--- config.mk ---
export PLATFORM = sky130hd
export DESIGN_NAME = interrupt_entry_sequencer_flat
export DESIGN_NICKNAME = d
export VERILOG_FILES = /design/src/rtl/interrupt_entry_sequencer_if.sv /design/src/rtl/interrupt_entry_sequencer.sv /design/src/flat_wrapper.sv
export SDC_FILE = /design/constraint.sdc
export NUM_CORES = 1
export LEC_CHECK = 0
export CAP_MARGIN = 10
export CELL_PAD_IN_SITES_DETAIL_PLACEMENT = 1
export CELL_PAD_IN_SITES_GLOBAL_PLACEMENT = 1
export CORE_MARGIN = 5
export CORE_UTILIZATION = 24
export CTS_CLUSTER_DIAMETER = 100
export DETAILED_ROUTE_END_ITERATION = 10
export PLACE_DENSITY_LB_ADDON = 0.1
export SLEW_MARGIN = 20
export SYNTH_ARGS = -nofsm -noshare
export SYNTH_HDL_FRONTEND = slang
export SYNTH_SLANG_ARGS = --single-unit
--- constraint.sdc ---
create_clock -name clk_in -period 2.4 [get_ports clk_in]
set_input_delay 0.36 -clock clk_in [delete_from_list [all_inputs] [get_ports clk_in]]
set_output_delay 0.36 -clock clk_in [all_outputs]
set_load 0.1 [all_outputs]
--- src/rtl/interrupt_entry_sequencer_if.sv ---
// Request, strobe and vector signals between the core's execute stage and the
// interrupt entry/exit sequencer. The "slave" modport is the sequencer's view.
interface interrupt_entry_sequencer_if;
  logic        ext_irq_in;
  logic        timer_irq_in;
  logic        csr_mie_meie_in;
  logic        csr_mie_mtie_in;
  logic        stall_signal_in;
  logic        pipe_empty_in;
  logic        mret_signal_in;
  logic        interrupt_signal_out;
  logic        stacking_signal_out;
  logic        stack_push_out;
  logic        stack_pop_out;
  logic [3:0]  stack_index_out;
  logic        stall_signal_out;
  logic        flush_signal_out;
  logic        vector_valid_out;
  logic [63:0] vector_pc_out;
  logic [3:0]  cause_out;
  logic        return_interrupt_signal_out;
  logic        in_isr_out;

  modport master (
    output ext_irq_in, timer_irq_in, csr_mie_meie_in, csr_mie_mtie_in,
           stall_signal_in, pipe_empty_in, mret_signal_in,
    input  interrupt_signal_out, stacking_signal_out, stack_push_out,
           stack_pop_out, stack_index_out, stall_signal_out, flush_signal_out,
           vector_valid_out, vector_pc_out, cause_out,
           return_interrupt_signal_out, in_isr_out
  );

  modport slave (
    input  ext_irq_in, timer_irq_in, csr_mie_meie_in, csr_mie_mtie_in,
           stall_signal_in, pipe_empty_in, mret_signal_in,
    output interrupt_signal_out, stacking_signal_out, stack_push_out,
           stack_pop_out, stack_index_out, stall_signal_out, flush_signal_out,
           vector_valid_out, vector_pc_out, cause_out,
           return_interrupt_signal_out, in_isr_out
  );
endinterface

--- src/rtl/interrupt_entry_sequencer.sv ---
// Interrupt entry/exit sequencer: accepts an irq, drains the pipe, pushes the
// return-address registers, vectors; on mret pops them back and returns.
module interrupt_entry_sequencer #(
  parameter int          NUM_STACK_REGS = 4,
  parameter logic [63:0] VECTOR_BASE    = 64'h100
) (
  input  logic                          clk_in,
  input  logic                          rst_n_in,
  interrupt_entry_sequencer_if.slave    bus
);

  localparam logic [3:0] LAST_IDX    = 4'(NUM_STACK_REGS - 1);
  localparam logic [3:0] CAUSE_EXT   = 4'd11;
  localparam logic [3:0] CAUSE_TIMER = 4'd7;

  typedef enum logic [2:0] {
    ST_IDLE, ST_DRAIN, ST_STACK, ST_VECTOR, ST_ISR, ST_UNSTACK, ST_RETURN
  } state_t;

  state_t      state_q, state_d;
  logic [3:0]  index_q, index_d;
  logic [3:0]  cause_q, cause_d;
  logic [63:0] vector_pc_q, vector_pc_d;

  logic ext_pending;
  logic pending;

  assign ext_pending = bus.ext_irq_in & bus.csr_mie_meie_in;
  assign pending     = ext_pending | (bus.timer_irq_in & bus.csr_mie_mtie_in);

  // NOTE: state flops use non-blocking assignments so every flop samples the
  // pre-edge values; blocking here would create order-dependent simulation.
  always_ff @(posedge clk_in or negedge rst_n_in) begin
    if (!rst_n_in) begin
      state_q     <= ST_IDLE;
      index_q     <= '0;
      cause_q     <= '0;
      vector_pc_q <= '0;
    end else begin
      state_q     <= state_d;
      index_q     <= index_d;
      cause_q     <= cause_d;
      vector_pc_q <= vector_pc_d;
    end
  end

  // NOTE: every signal written here gets a default first, so no path through
  // the case statement leaves one unassigned and a latch is never inferred.
  always_comb begin
    state_d     = state_q;
    index_d     = index_q;
    cause_d     = cause_q;
    vector_pc_d = vector_pc_q;

    bus.interrupt_signal_out        = 1'b0;
    bus.stacking_signal_out         = 1'b0;
    bus.stack_push_out              = 1'b0;
    bus.stack_pop_out               = 1'b0;
    bus.stack_index_out             = 4'd0;
    bus.stall_signal_out            = 1'b0;
    bus.flush_signal_out            = 1'b0;
    bus.vector_valid_out            = 1'b0;
    bus.return_interrupt_signal_out = 1'b0;
    bus.in_isr_out                  = 1'b0;

    unique case (state_q)
      ST_IDLE: begin
        if (pending && !bus.stall_signal_in) begin
          state_d     = ST_DRAIN;
          cause_d     = ext_pending ? CAUSE_EXT : CAUSE_TIMER;
          vector_pc_d = VECTOR_BASE + {58'd0, cause_d, 2'b00};
        end
      end
      ST_DRAIN: begin
        bus.stall_signal_out = 1'b1;
        if (bus.pipe_empty_in) begin
          state_d = ST_STACK;
          index_d = 4'd0;
        end
      end
      ST_STACK: begin
        bus.stacking_signal_out  = 1'b1;
        bus.stall_signal_out     = 1'b1;
        bus.stack_push_out       = 1'b1;
        bus.stack_index_out      = index_q;
        // Index 0 is only ever seen in the first push cycle.
        bus.interrupt_signal_out = (index_q == 4'd0);
        if (index_q == LAST_IDX) begin
          state_d = ST_VECTOR;
          index_d = 4'd0;
        end else begin
          index_d = index_q + 4'd1;
        end
      end
      ST_VECTOR: begin
        bus.vector_valid_out = 1'b1;
        bus.flush_signal_out = 1'b1;
        bus.in_isr_out       = 1'b1;
        state_d              = ST_ISR;
      end
      ST_ISR: begin
        bus.in_isr_out = 1'b1;
        if (bus.mret_signal_in) begin
          state_d = ST_UNSTACK;
          index_d = LAST_IDX;
        end
      end
      ST_UNSTACK: begin
        bus.stall_signal_out = 1'b1;
        bus.stack_pop_out    = 1'b1;
        bus.stack_index_out  = index_q;
        bus.in_isr_out       = 1'b1;
        if (index_q == 4'd0) begin
          state_d = ST_RETURN;
        end else begin
          index_d = index_q - 4'd1;
        end
      end
      ST_RETURN: begin
        bus.return_interrupt_signal_out = 1'b1;
        bus.flush_signal_out            = 1'b1;
        bus.in_isr_out                  = 1'b1;
        state_d                         = ST_IDLE;
      end
      default: state_d = ST_IDLE;
    endcase
  end

  assign bus.cause_out     = cause_q;
  assign bus.vector_pc_out = vector_pc_q;

endmodule
--- src/flat_wrapper.sv ---
// flat-port wrapper written by rule: the top's interface ports become plain ports
module interrupt_entry_sequencer_flat 
#(
  parameter int          NUM_STACK_REGS = 4,
  parameter logic [63:0] VECTOR_BASE    = 64'h100
)
  (clk_in, rst_n_in, bus_ext_irq_in, bus_timer_irq_in, bus_csr_mie_meie_in, bus_csr_mie_mtie_in, bus_stall_signal_in, bus_pipe_empty_in, bus_mret_signal_in, bus_interrupt_signal_out, bus_stacking_signal_out, bus_stack_push_out, bus_stack_pop_out, bus_stack_index_out, bus_stall_signal_out, bus_flush_signal_out, bus_vector_valid_out, bus_vector_pc_out, bus_cause_out, bus_return_interrupt_signal_out, bus_in_isr_out);
  interrupt_entry_sequencer_if bus_i ();
  input  logic clk_in;
  input  logic rst_n_in;
  input wire logic [$bits(bus_i.ext_irq_in)-1:0] bus_ext_irq_in;
  input wire logic [$bits(bus_i.timer_irq_in)-1:0] bus_timer_irq_in;
  input wire logic [$bits(bus_i.csr_mie_meie_in)-1:0] bus_csr_mie_meie_in;
  input wire logic [$bits(bus_i.csr_mie_mtie_in)-1:0] bus_csr_mie_mtie_in;
  input wire logic [$bits(bus_i.stall_signal_in)-1:0] bus_stall_signal_in;
  input wire logic [$bits(bus_i.pipe_empty_in)-1:0] bus_pipe_empty_in;
  input wire logic [$bits(bus_i.mret_signal_in)-1:0] bus_mret_signal_in;
  output wire logic [$bits(bus_i.interrupt_signal_out)-1:0] bus_interrupt_signal_out;
  output wire logic [$bits(bus_i.stacking_signal_out)-1:0] bus_stacking_signal_out;
  output wire logic [$bits(bus_i.stack_push_out)-1:0] bus_stack_push_out;
  output wire logic [$bits(bus_i.stack_pop_out)-1:0] bus_stack_pop_out;
  output wire logic [$bits(bus_i.stack_index_out)-1:0] bus_stack_index_out;
  output wire logic [$bits(bus_i.stall_signal_out)-1:0] bus_stall_signal_out;
  output wire logic [$bits(bus_i.flush_signal_out)-1:0] bus_flush_signal_out;
  output wire logic [$bits(bus_i.vector_valid_out)-1:0] bus_vector_valid_out;
  output wire logic [$bits(bus_i.vector_pc_out)-1:0] bus_vector_pc_out;
  output wire logic [$bits(bus_i.cause_out)-1:0] bus_cause_out;
  output wire logic [$bits(bus_i.return_interrupt_signal_out)-1:0] bus_return_interrupt_signal_out;
  output wire logic [$bits(bus_i.in_isr_out)-1:0] bus_in_isr_out;
  assign bus_i.ext_irq_in = bus_ext_irq_in;
  assign bus_i.timer_irq_in = bus_timer_irq_in;
  assign bus_i.csr_mie_meie_in = bus_csr_mie_meie_in;
  assign bus_i.csr_mie_mtie_in = bus_csr_mie_mtie_in;
  assign bus_i.stall_signal_in = bus_stall_signal_in;
  assign bus_i.pipe_empty_in = bus_pipe_empty_in;
  assign bus_i.mret_signal_in = bus_mret_signal_in;
  assign bus_interrupt_signal_out = bus_i.interrupt_signal_out;
  assign bus_stacking_signal_out = bus_i.stacking_signal_out;
  assign bus_stack_push_out = bus_i.stack_push_out;
  assign bus_stack_pop_out = bus_i.stack_pop_out;
  assign bus_stack_index_out = bus_i.stack_index_out;
  assign bus_stall_signal_out = bus_i.stall_signal_out;
  assign bus_flush_signal_out = bus_i.flush_signal_out;
  assign bus_vector_valid_out = bus_i.vector_valid_out;
  assign bus_vector_pc_out = bus_i.vector_pc_out;
  assign bus_cause_out = bus_i.cause_out;
  assign bus_return_interrupt_signal_out = bus_i.return_interrupt_signal_out;
  assign bus_in_isr_out = bus_i.in_isr_out;
  interrupt_entry_sequencer #(.NUM_STACK_REGS(NUM_STACK_REGS), .VECTOR_BASE(VECTOR_BASE)) u_core (.clk_in(clk_in), .rst_n_in(rst_n_in), .bus(bus_i));
endmodule
; ---- Word level (Yosys, flattened, before mapping)
; Cells that the tools add are included.
[word_totals]
regBits = 75
inputBits = 9
out_inout_bits = 81
elab_cells = 56
[classes]
addsub = 3
eq_ne = 13
mux = 21
bitwise_logic = 3
reduce_logical = 12
[op_table]
columns = op, count
row1 = $mux W4, 6
row2 = $pmux W3 S6, 1
row3 = $pmux W4 S4, 1
row4 = $mux W3, 5
row5 = $add A9 B6 Y10 const A, 1
row6 = $eq A3 B3 Y1 const B, 3
row7 = $mux W1, 8
row8 = $eq A3 B2 Y1 const B, 2
row9 = $ne A2 B1 Y1 const B, 3
row10 = $ne A2 B2 Y1 const B, 3
row11 = $reduce_and A5 Y1, 1
row12 = $add A4 B1 Y4 const B, 1
row13 = $eq A4 B2 Y1 const B, 1
row14 = $logic_not A4 Y1, 1
row15 = $reduce_and A4 Y1, 1
row16 = $reduce_bool A4 Y1, 1
row17 = $reduce_or A2 Y1, 2
row18 = $reduce_or A4 Y1, 1
row19 = $sub A4 B1 Y4 const B, 1
row20 = $eq A3 B1 Y1 const B, 1
row21 = $logic_not A3 Y1, 1
row22 = $reduce_or A3 Y1, 1
row23 = $and A1 B1 Y1, 2
row24 = $reduce_and A2 Y1, 1
row25 = 3 further kinds, 3

; ---- Logic depth before layout (Yosys ltp)
; Gate-level depths: netlist of the first run.
[logic_depth]
depth_word = 5
ltp_mapped = 6
ltp_nobuf = 6

; ---- Worst setup path after synthesis of the first run
; Ideal clock, no wire load.
[synth_timing]
path_kind = register to output
start = register u_core.state_q[0]
end = output bus_stack_index_out[2]
t_arrival_ps = 3149
t_required_ps = 2040
path_slack_ps = -1109
stages_incl_launch_ff = 4
path_buffers = 1
path_cell_list = dfrtp_1 -> or3b_1 -> buf_6 -> a21boi_0
[synth_between]
elab_chain_cells = 3
elab_cells_between_ends = 4
classes_between = eq/ne: 2 / mux: 1 / reduce/logical: 1
[synth_lines]
columns = element, line
row1 = "start, declared", interrupt_entry_sequencer.sv:20  ; state_t state_q, state_d;
row2 = "start signal, assigned", interrupt_entry_sequencer.sv:40  ; state_q <= state_d;
row3 = $eq A3 B2 Y1 or $eq A3 B3 Y1 (tied branches), interrupt_entry_sequencer.sv:66  ; unique case (state_q)
row4 = $reduce_or A2 Y1 (no line) (*), -
row5 = $mux W4 (*), interrupt_entry_sequencer.sv:66
row6 = "end, declared", flat_wrapper.sv:22  ; output wire logic [$bits(bus_i.stack_index_out)-1:0] bus_stack_index_out;
; Mark *: on every way between the ends. The rest lies on a longest branch, timed or not.

; ---- Worst setup path in the final report of the first run
[layout_timing]
start = register u_core.index_q[0]
end = output bus_interrupt_signal_out
[layout_between]
elab_chain_cells = 2
[layout_lines]
columns = element, line
row1 = "start, declared", interrupt_entry_sequencer.sv:21  ; logic [3:0] index_q, index_d;
row2 = "start signal, assigned", interrupt_entry_sequencer.sv:41  ; index_q <= index_d;
row3 = $logic_not A4 Y1, interrupt_entry_sequencer.sv:87  ; bus.interrupt_signal_out = (index_q == 4'd0);
row4 = $mux W1, interrupt_entry_sequencer.sv:66
row5 = "end, declared", flat_wrapper.sv:18  ; output wire logic [$bits(bus_i.interrupt_signal_out)-1:0] bus_interrupt_signal_out;
; No other way between the ends.

==> results of run 1 <==
## layer usage
layer / wire length, um / vias to the layer above / GRT usage (%)
met3: 344 / 4 / 1.74
met2: 1470 / 67 / 16.6
met1: 1230 / 439 / 11.3
li1: - / 436 / -
met4: 49 / 0 / 3.49
met5: 0 / - / 0
## layout by cell type (no fill, tap or decap), types with 2 or more instances in the layout
| master | n |
|---|---|
| conb_1 | 59 |
| buf_12 | 13 |
| buf_4 | 13 |
| a21oi_1 | 10 |
| dfrtp_1 | 10 |
| inv_1 | 8 |
| clkdlybuf4s50_1 | 8 |
| o21ai_0 | 5 |
| nand2_1 | 3 |
| nor2_1 | 3 |
| nor3b_1 | 3 |
| mux2i_1 | 3 |
| ha_1 | 3 |
| clkbuf_8 | 3 |
| nand3b_1 | 2 |
| and3_2 | 2 |
| or2_2 | 2 |
| o21bai_1 | 2 |
| a31oi_1 | 2 |
## cell families after synthesis
family | after synthesis | synth area share (%)
AND/OR/NAND/NOR | 24 | 12.0
buffers and inverters | 79 | 45.4
flip-flops | 10 | 19.9
adder cells (fa/ha/maj) | 3 | 2.99
other | 1 | 0.298
multiplexers | 4 | 3.28
AO/OA/AOI/OAI | 30 | 15.4
XOR/XNOR | 1 | 0.697
## path summary, 6_finish.rpt
| kind | from | to | slack, ps | depth (start not counted) |
|---|---|---|---|---|
| setup / recovery | u_core.index_q[0]$_DFFE_PN0P_ | bus_interrupt_signal_out | 140 | 5 |
| hold / removal | rst_n_in | u_core.bus.cause_out[1]$_DFFE_PN0P_ | 470 | 1 |
| hold reg to reg | u_core.bus.cause_out[1]$_DFFE_PN0P_ | u_core.bus.cause_out[1]$_DFFE_PN0P_ | 580 | 1 |
| max in group asynchronous | rst_n_in | u_core.state_q[2]$_DFFE_PN0P_ | 1570 | 1 |
| min in group clk_in | u_core.bus.cause_out[1]$_DFFE_PN0P_ | u_core.bus.cause_out[1]$_DFFE_PN0P_ | 580 | 1 |
| setup reg to reg | u_core.index_q[0]$_DFFE_PN0P_ | u_core.state_q[0]$_DFFE_PN0P_ | 470 | 6 |
## flip-flops by register name, indices dropped and copies added (netlist names)
name and cells:
u_core.index_q 4, u_core.bus.cause_out 2, u_core.state_q 3, u_core.bus.vector_pc_out 1
## cell type report
class / count / area, um2
Multi-Input combinational cell: 121 / 669
Timing Repair Buffer: 34 / 438
Clock buffer: 3 / 41.3
Sequential cell: 10 / 250
Fill cell: 630 / 3590
Inverter: 8 / 30.0
Tap cell: 70 / 87.6
## through the flow
stage	setup slack, ps	hold slack [ps]	cells	area [um2]	setup TNS [ps]
after floorplan	-404	64.4	210	1490	-2260
after global routing	23.0	515	246	1520	0
after detailed placement	389	585	243	1480	0
after CTS	128	489	246	1520	0
final	137	472	246	1520	0
after global placement	426	556	243	1480	0
==> flow_summary.yaml, run 1 <==
sta:
  finalCriticalPeriod_ps: 2260
  final_min_period_over_clock_period_pct: 94.3
  worstMarginPinSlew_ps: 535
  slew_headroom_pct: 64.3
  report.final.slew_viol_count: 0
  finClkSkew_ps: 3.14
  setup_viol: 0
  fmax_mhz: 442
  hold_viol_final: 0
  rsz0062_at_grt: "false"
setup_path:
  path_buf_inv: 2
  cp_data_arrival_time_ps: 1900
  start_kind: "flop"
  path_cells: "inv_1, ha_1, or3b_2, nor2_1, buf_12"
  cp_top_family: "simple AND/OR/NAND/NOR gates"
  worstPathRequired_ps: 2040
  endpoint_kind: "output pin"
  max_stage_delay_ps: 470
  crit_fanout: 8
  critPathKind: "reg2out"
  cp_slowest_cell: "or3b_2"
clock_tree:
  insertion_delay_ps: 240
  ctsResizeCount: 0
  cts_tree: "built"
  cts_setup_buffers: 0
  hold_buffers: 0
  path_clk_slew_ps: 50
  clockBufferDepth: 2
  h-tree-depth: 1
  cts_buffers: 3
  cts_root_buf: "clkbuf_8"
  clock-sinks: 10
route:
  drc: 0
  drt-initial-drc-count: 74
  ant_nets: 0
  routed_via_density: 3.85
  routedWlPerCell_um: 12.6
  num_vias: 946
  firstDrtPassIters: 4
  wl_mm: 3.10
die:
  rows: 26
  die_h_um: 82.4
  die_area_um2: 6790
  core_area_um2: 5110
  start_util_pct: 24.6
  die_w_um: 82.4
  io_pins: 90
synthesis:
  synthFlopType: "dfrtp_1"
  postSynthAreaPerCell_um2: 8.27
  synth_area_leaders: "buf_4, dfrtp_1, a21oi_1"
  yosysTopAreaCell: "buf_4"
  yosysMostFrequentCell: "buf_4"
  ys_warn_count: 0
  synth.distinct_cells: 41
  synth-seq-cells: 10
  syn_inst: 152
  ys_top_cells_by_count: "buf_4, a21oi_1, dfrtp_1"
  syn_area_um2: 1260
  seq_area_frac_synth_pct: 19.9
  async_flop_share_pct: 100
  synth_edf_count: 0
  synth_top_area_share_pct: 39.4
job:
  drv_cap: 0
grt:
  grt_pass1_vias: 1020
  grt_use_total_pct: 9.43
  grt_max_degree: 15
  antenna_found_initial: 0
  grt_pass1_wl_mm: 4.99
  grt.overflow.total: 0
cells_and_area:
  layout-drive-gt1-share_pct: 22.2
  antenna_cells: 0
  final_util_pct: 29.7
  nets: 190
  area_delta_synth_final_pct: 20.6
place:
  dp_hpwl_mm: 2.55
  port_buffers: 30
  routabilityCongestion: 0.804
status:
  status: "finished clean"
hold_path:
  holdCritPathClass: "in2async"
Power of run 1 is left out: the tool's default activity adds up to more than one toggle a clock period on the data nets, which glitch-free logic cannot reach.
==> inputs of run 2 (changes only) <==
--- a/config.mk
+++ b/config.mk
@@ -8,10 +8,12 @@
 export CAP_MARGIN = 10
 export CELL_PAD_IN_SITES_DETAIL_PLACEMENT = 1
 export CELL_PAD_IN_SITES_GLOBAL_PLACEMENT = 1
+export CORE_ASPECT_RATIO = 0.75
 export CORE_MARGIN = 5
 export CORE_UTILIZATION = 24
 export CTS_CLUSTER_DIAMETER = 100
 export DETAILED_ROUTE_END_ITERATION = 10
+export GPL_TIMING_DRIVEN = 0
 export PLACE_DENSITY_LB_ADDON = 0.1
 export SLEW_MARGIN = 20
 export SYNTH_ARGS = -nofsm -noshare
==> flow_summary.yaml, run 2 (synthesized netlist as in run 1, its figures left out) <==
status:
  status: "finished clean"
route:
  ant_nets: 0
  num_vias: 1127
  drc: 0
  wl_mm: 3.22
  routedWlPerCell_um: 10.2
  routed_via_density: 3.58
  firstDrtPassIters: 2
  drt-initial-drc-count: 35
setup_path:
  crit_fanout: 10
  max_stage_delay_ps: 830
  endpoint_kind: "output pin"
  critPathKind: "reg2out"
  cp_data_arrival_time_ps: 1940
  cp_slowest_cell: "clkdlybuf4s15_1"
  start_kind: "flop"
  path_cells: "clkbuf_8, inv_1, and3_2, clkdlybuf4s15_1"
  worstPathRequired_ps: 2040
die:
  io_pins: 90
  rows: 22
  die_area_um2: 6800
  die_h_um: 72.7
  core_area_um2: 4980
  die_w_um: 93.6
  start_util_pct: 25.2
sta:
  slew_headroom_pct: 34.9
  report.final.slew_viol_count: 0
  tns_ps: 0
  fmax_mhz: 435
  worstMarginPinSlew_ps: 973
  final_min_period_over_clock_period_pct: 95.7
  finalCriticalPeriod_ps: 2300
  hold_viol_final: 0
  rsz0062_at_grt: "false"
  setup_viol: 0
  finClkSkew_ps: 4.05
cells_and_area:
  antenna_cells: 0
  layout_common_cells: "buf_4, conb_1, clkdlybuf4s50_1, a21oi_1, dfrtp_1"
  layout_commonest_cell: "buf_4"
  nets: 257
  fill_cells: 617
  largest_register: "u_core.index_q"
  layout-drive-gt1-share_pct: 39.1
  multiInputGateArea_um2: 669
  largest_register_ffs: 4
  area_delta_synth_final_pct: 50.4
  regArea_um2: 250
grt:
  antenna_found_initial: 0
  grt_use_total_pct: 9.62
  grt_pass1_vias: 1166
  grt_pass1_wl_mm: 5.35
  grt_max_degree: 11
  grt.overflow.total: 0
job:
  drv_cap: 0
clock_tree:
  clockBufferDepth: 2
  cts_buffers: 3
  cts_root_buf: "clkbuf_8"
  cts_tree: "built"
  path_clk_slew_ps: 50
  cts_setup_buffers: 0
  insertion_delay_ps: 240
  h-tree-depth: 1
  clock-sinks: 10
  hold_buffers: 0
place:
  routabilityCongestion: 0.783
  port_buffers: 30
  dp_hpwl_mm: 2.71
hold_path:
  holdCritPathClass: "in2async"
[run 2: changes by cell type in the layout (fill, tap and decap cells not counted), moves of 2 or more]
cell and delta:
buf_4 +53, buf_12 -13, clkdlybuf4s15_2 +3, clkbuf_2 +2, clkdlybuf4s50_1 +9, clkbuf_4 +2
buf_2 +5, buf_6 +3
[run 2: worst paths after layout]
kind,to,depth (start not counted),start,slack (ps)
worst max register to register,u_core.state_q[0]$_DFFE_PN0P_,6,u_core.index_q[0]$_DFFE_PN0P_,470
worst max-delay path,bus_return_interrupt_signal_out,4,u_core.state_q[0]$_DFFE_PN0P_,100
worst min-delay path,u_core.index_q[0]$_DFFE_PN0P_,1,rst_n_in,450
max in group asynchronous,u_core.index_q[3]$_DFFE_PN0P_,1,rst_n_in,1620
min in group clk_in,u_core.bus.cause_out[2]$_DFFE_PN0P_,2,u_core.bus.cause_out[2]$_DFFE_PN0P_,580
worst min register to register,u_core.bus.cause_out[2]$_DFFE_PN0P_,2,u_core.bus.cause_out[2]$_DFFE_PN0P_,580
[run 2: critical path: cells and delay by family, from the launching register on]
family                 cells  cell delay, ps
and+or+nand+nor            1             180
buffers and inverters      3            1080
DFF                        1             440
[run 2: what timing repair did]
| action | 4_1_cts | 5_1_grt |
|---|---|---|
| endpoints found under the setup margin | 13 | 9 |
| endpoints found under the hold margin | 0 | 0 |
| resized for setup | 44 | 14 |
[run 2: cell type report]
cell class,instances,area share [%]
timing repair buffer,30,14.3
buffer,71,28.6
clock buffer,3,2.18
sequential,10,13.2
multi-input combinational,121,35.4
inverter,8,1.59
tap,72,4.76
[run 2: per-layer routing]
metal | global-route usage (%) | share of wire, % | wire length [um]
met4 | 1.44 | 0.28 | 9
met1 | 13.8 | 49 | 1570
met3 | 4.33 | 12 | 391
met2 | 13.4 | 39 | 1250
met5 | 0 | 0 | 0
[run 2: metrics by stage]
step | util [%] | hold slack, ps | setup slack (ps) | area (um2) | cells
floorplan | - | 64.4 | -404 | 1490 | 210
global placement | 37.7 | 569 | -486 | 1880 | 312
detailed placement | 37.7 | 581 | -504 | 1880 | 312
CTS | 38.3 | 475 | 12.2 | 1910 | 315
global route | 38.0 | 512 | 7.39 | 1890 | 315
finish | 38.0 | 453 | 102 | 1890 | 315
Power of run 2 is left out for the same reason.
==> inputs of run 3 (changes only) <==
==> constraint.sdc (replaced) <==
create_clock -name clk_in -period 2.6 [get_ports clk_in]
set_input_delay 0.39 -clock clk_in [delete_from_list [all_inputs] [get_ports clk_in]]
set_output_delay 0.39 -clock clk_in [all_outputs]
set_load 0.1 [all_outputs]
==> flow_summary.yaml, run 3 (synthesized netlist as in run 1, its figures left out) <==
clock_tree:
  path_clk_slew_ps: 50
  h-tree-depth: 1
  clock-sinks: 10
  clockBufferDepth: 2
  insertion_delay_ps: 240
  cts_tree: "built"
  cts_root_buf: "clkbuf_8"
  cts_buffers: 3
route:
  wl_mm: 3.28
  ant_nets: 0
  drc: 0
  routedWlPerCell_um: 10.4
  firstDrtPassIters: 4
  num_vias: 1133
  routed_via_density: 3.60
  drt-initial-drc-count: 74
sta:
  report.final.slew_viol_count: 0
  finClkSkew_ps: 3.53
  rsz0062_at_grt: "false"
  hold_slack_ps: 497
  setup_viol: 0
  worstMarginPinSlew_ps: 978
  final_min_period_over_clock_period_pct: 94.8
  fmax_mhz: 406
  hold_viol_final: 0
  slew_headroom_pct: 34.6
  worst_slack_ps: 136
  finalCriticalPeriod_ps: 2460
die:
  die_h_um: 72.7
  die_w_um: 93.6
  start_util_pct: 25.2
  die_area_um2: 6800
  io_pins: 90
  rows: 22
  core_area_um2: 4980
grt:
  grt.overflow.total: 0
  grt_pass1_wl_mm: 5.33
  grt_max_degree: 11
  antenna_found_initial: 0
  grt_use_total_pct: 9.53
  grt_pass1_vias: 1109
cells_and_area:
  nets: 257
  layout_common_cells: "buf_4, conb_1, clkdlybuf4s50_1, a21oi_1, dfrtp_1"
  largest_register_ffs: 4
  final_area_um2: 1900
  layout_commonest_cell: "buf_4"
  area_delta_synth_final_pct: 50.9
  layout-drive-gt1-share_pct: 37.9
  fill_cells: 615
  antenna_cells: 0
  largest_register: "u_core.index_q"
setup_path:
  endpoint_kind: "output pin"
  worstPathRequired_ps: 2210
  cp_data_arrival_time_ps: 2070
  start_kind: "flop"
  crit_fanout: 10
  critPathKind: "reg2out"
hold_path:
  holdCritPathClass: "in2async"
place:
  place_area_um2: 1880
  dp_hpwl_mm: 2.72
  dp_slack_ps: -304
  routabilityCongestion: 0.774
  port_buffers: 30
status:
  status: "finished clean"
job:
  drv_cap: 0
run 3: final timing paths:
| kind | startpoint | endpoint | slack [ps] | cells after the start |
|---|---|---|---|---|
| max | u_core.state_q[0]$_DFFE_PN0P_ | bus_flush_signal_out | 140 | 5 |
| min | rst_n_in | u_core.index_q[0]$_DFFE_PN0P_ | 500 | 1 |
| max reg2reg | u_core.index_q[0]$_DFFE_PN0P_ | u_core.state_q[0]$_DFFE_PN0P_ | 690 | 6 |
| min reg2reg | u_core.bus.cause_out[2]$_DFFE_PN0P_ | u_core.bus.cause_out[2]$_DFFE_PN0P_ | 580 | 2 |
| max in group asynchronous | rst_n_in | u_core.bus.vector_pc_out[5]$_DFFE_PN0P_ | 1760 | 1 |
| min in group clk_in | u_core.bus.cause_out[2]$_DFFE_PN0P_ | u_core.bus.cause_out[2]$_DFFE_PN0P_ | 580 | 2 |
run 3: layout make-up:
type	instances	area, um2	area share (%)
Multi-Input combinational cell	121	664	35.0
Inverter	8	30.0	1.58
Buffer	71	541	28.5
Timing Repair Buffer	30	282	14.8
Tap cell	72	90.1	4.75
Sequential cell	10	250	13.2
Clock buffer	3	41.3	2.18
run 3: metrics by stage:
| step | instances | utilization, % | setup TNS, ps |
|---|---|---|---|
| 3_5_place_dp | 312 | 37.6 | -1350 |
| 3_3_place_gp | 312 | 37.6 | -1370 |
| 5_1_grt | 315 | 38.1 | 0 |
| 2_1_floorplan | 210 | - | -1240 |
| 6_report | 315 | 38.1 | 0 |
| 4_1_cts | 315 | 38.5 | 0 |
run 3: metal layers:
layer	vias to the layer above	wire length [um]	GRT usage, %
li1	573	-	-
met1	501	1530	13.7
met2	59	1350	13.8
met3	0	396	4.43
met4	0	0	0
met5	-	0	0
run 3: worst max-delay path, cell delays in order, from the launching register on:
cell	delay [ps]
dfrtp_1	430
clkbuf_8	200
nand2_1	120
nor2_2	130
or2_2	110
dlygate4sd2_1	840
run 3: what timing repair did:
item,CTS,global route
setup endpoints to repair,13,4
hold buffers,0,0
setup buffers,0,0
resized for setup,29,8
Power of run 3 is left out for the same reason.
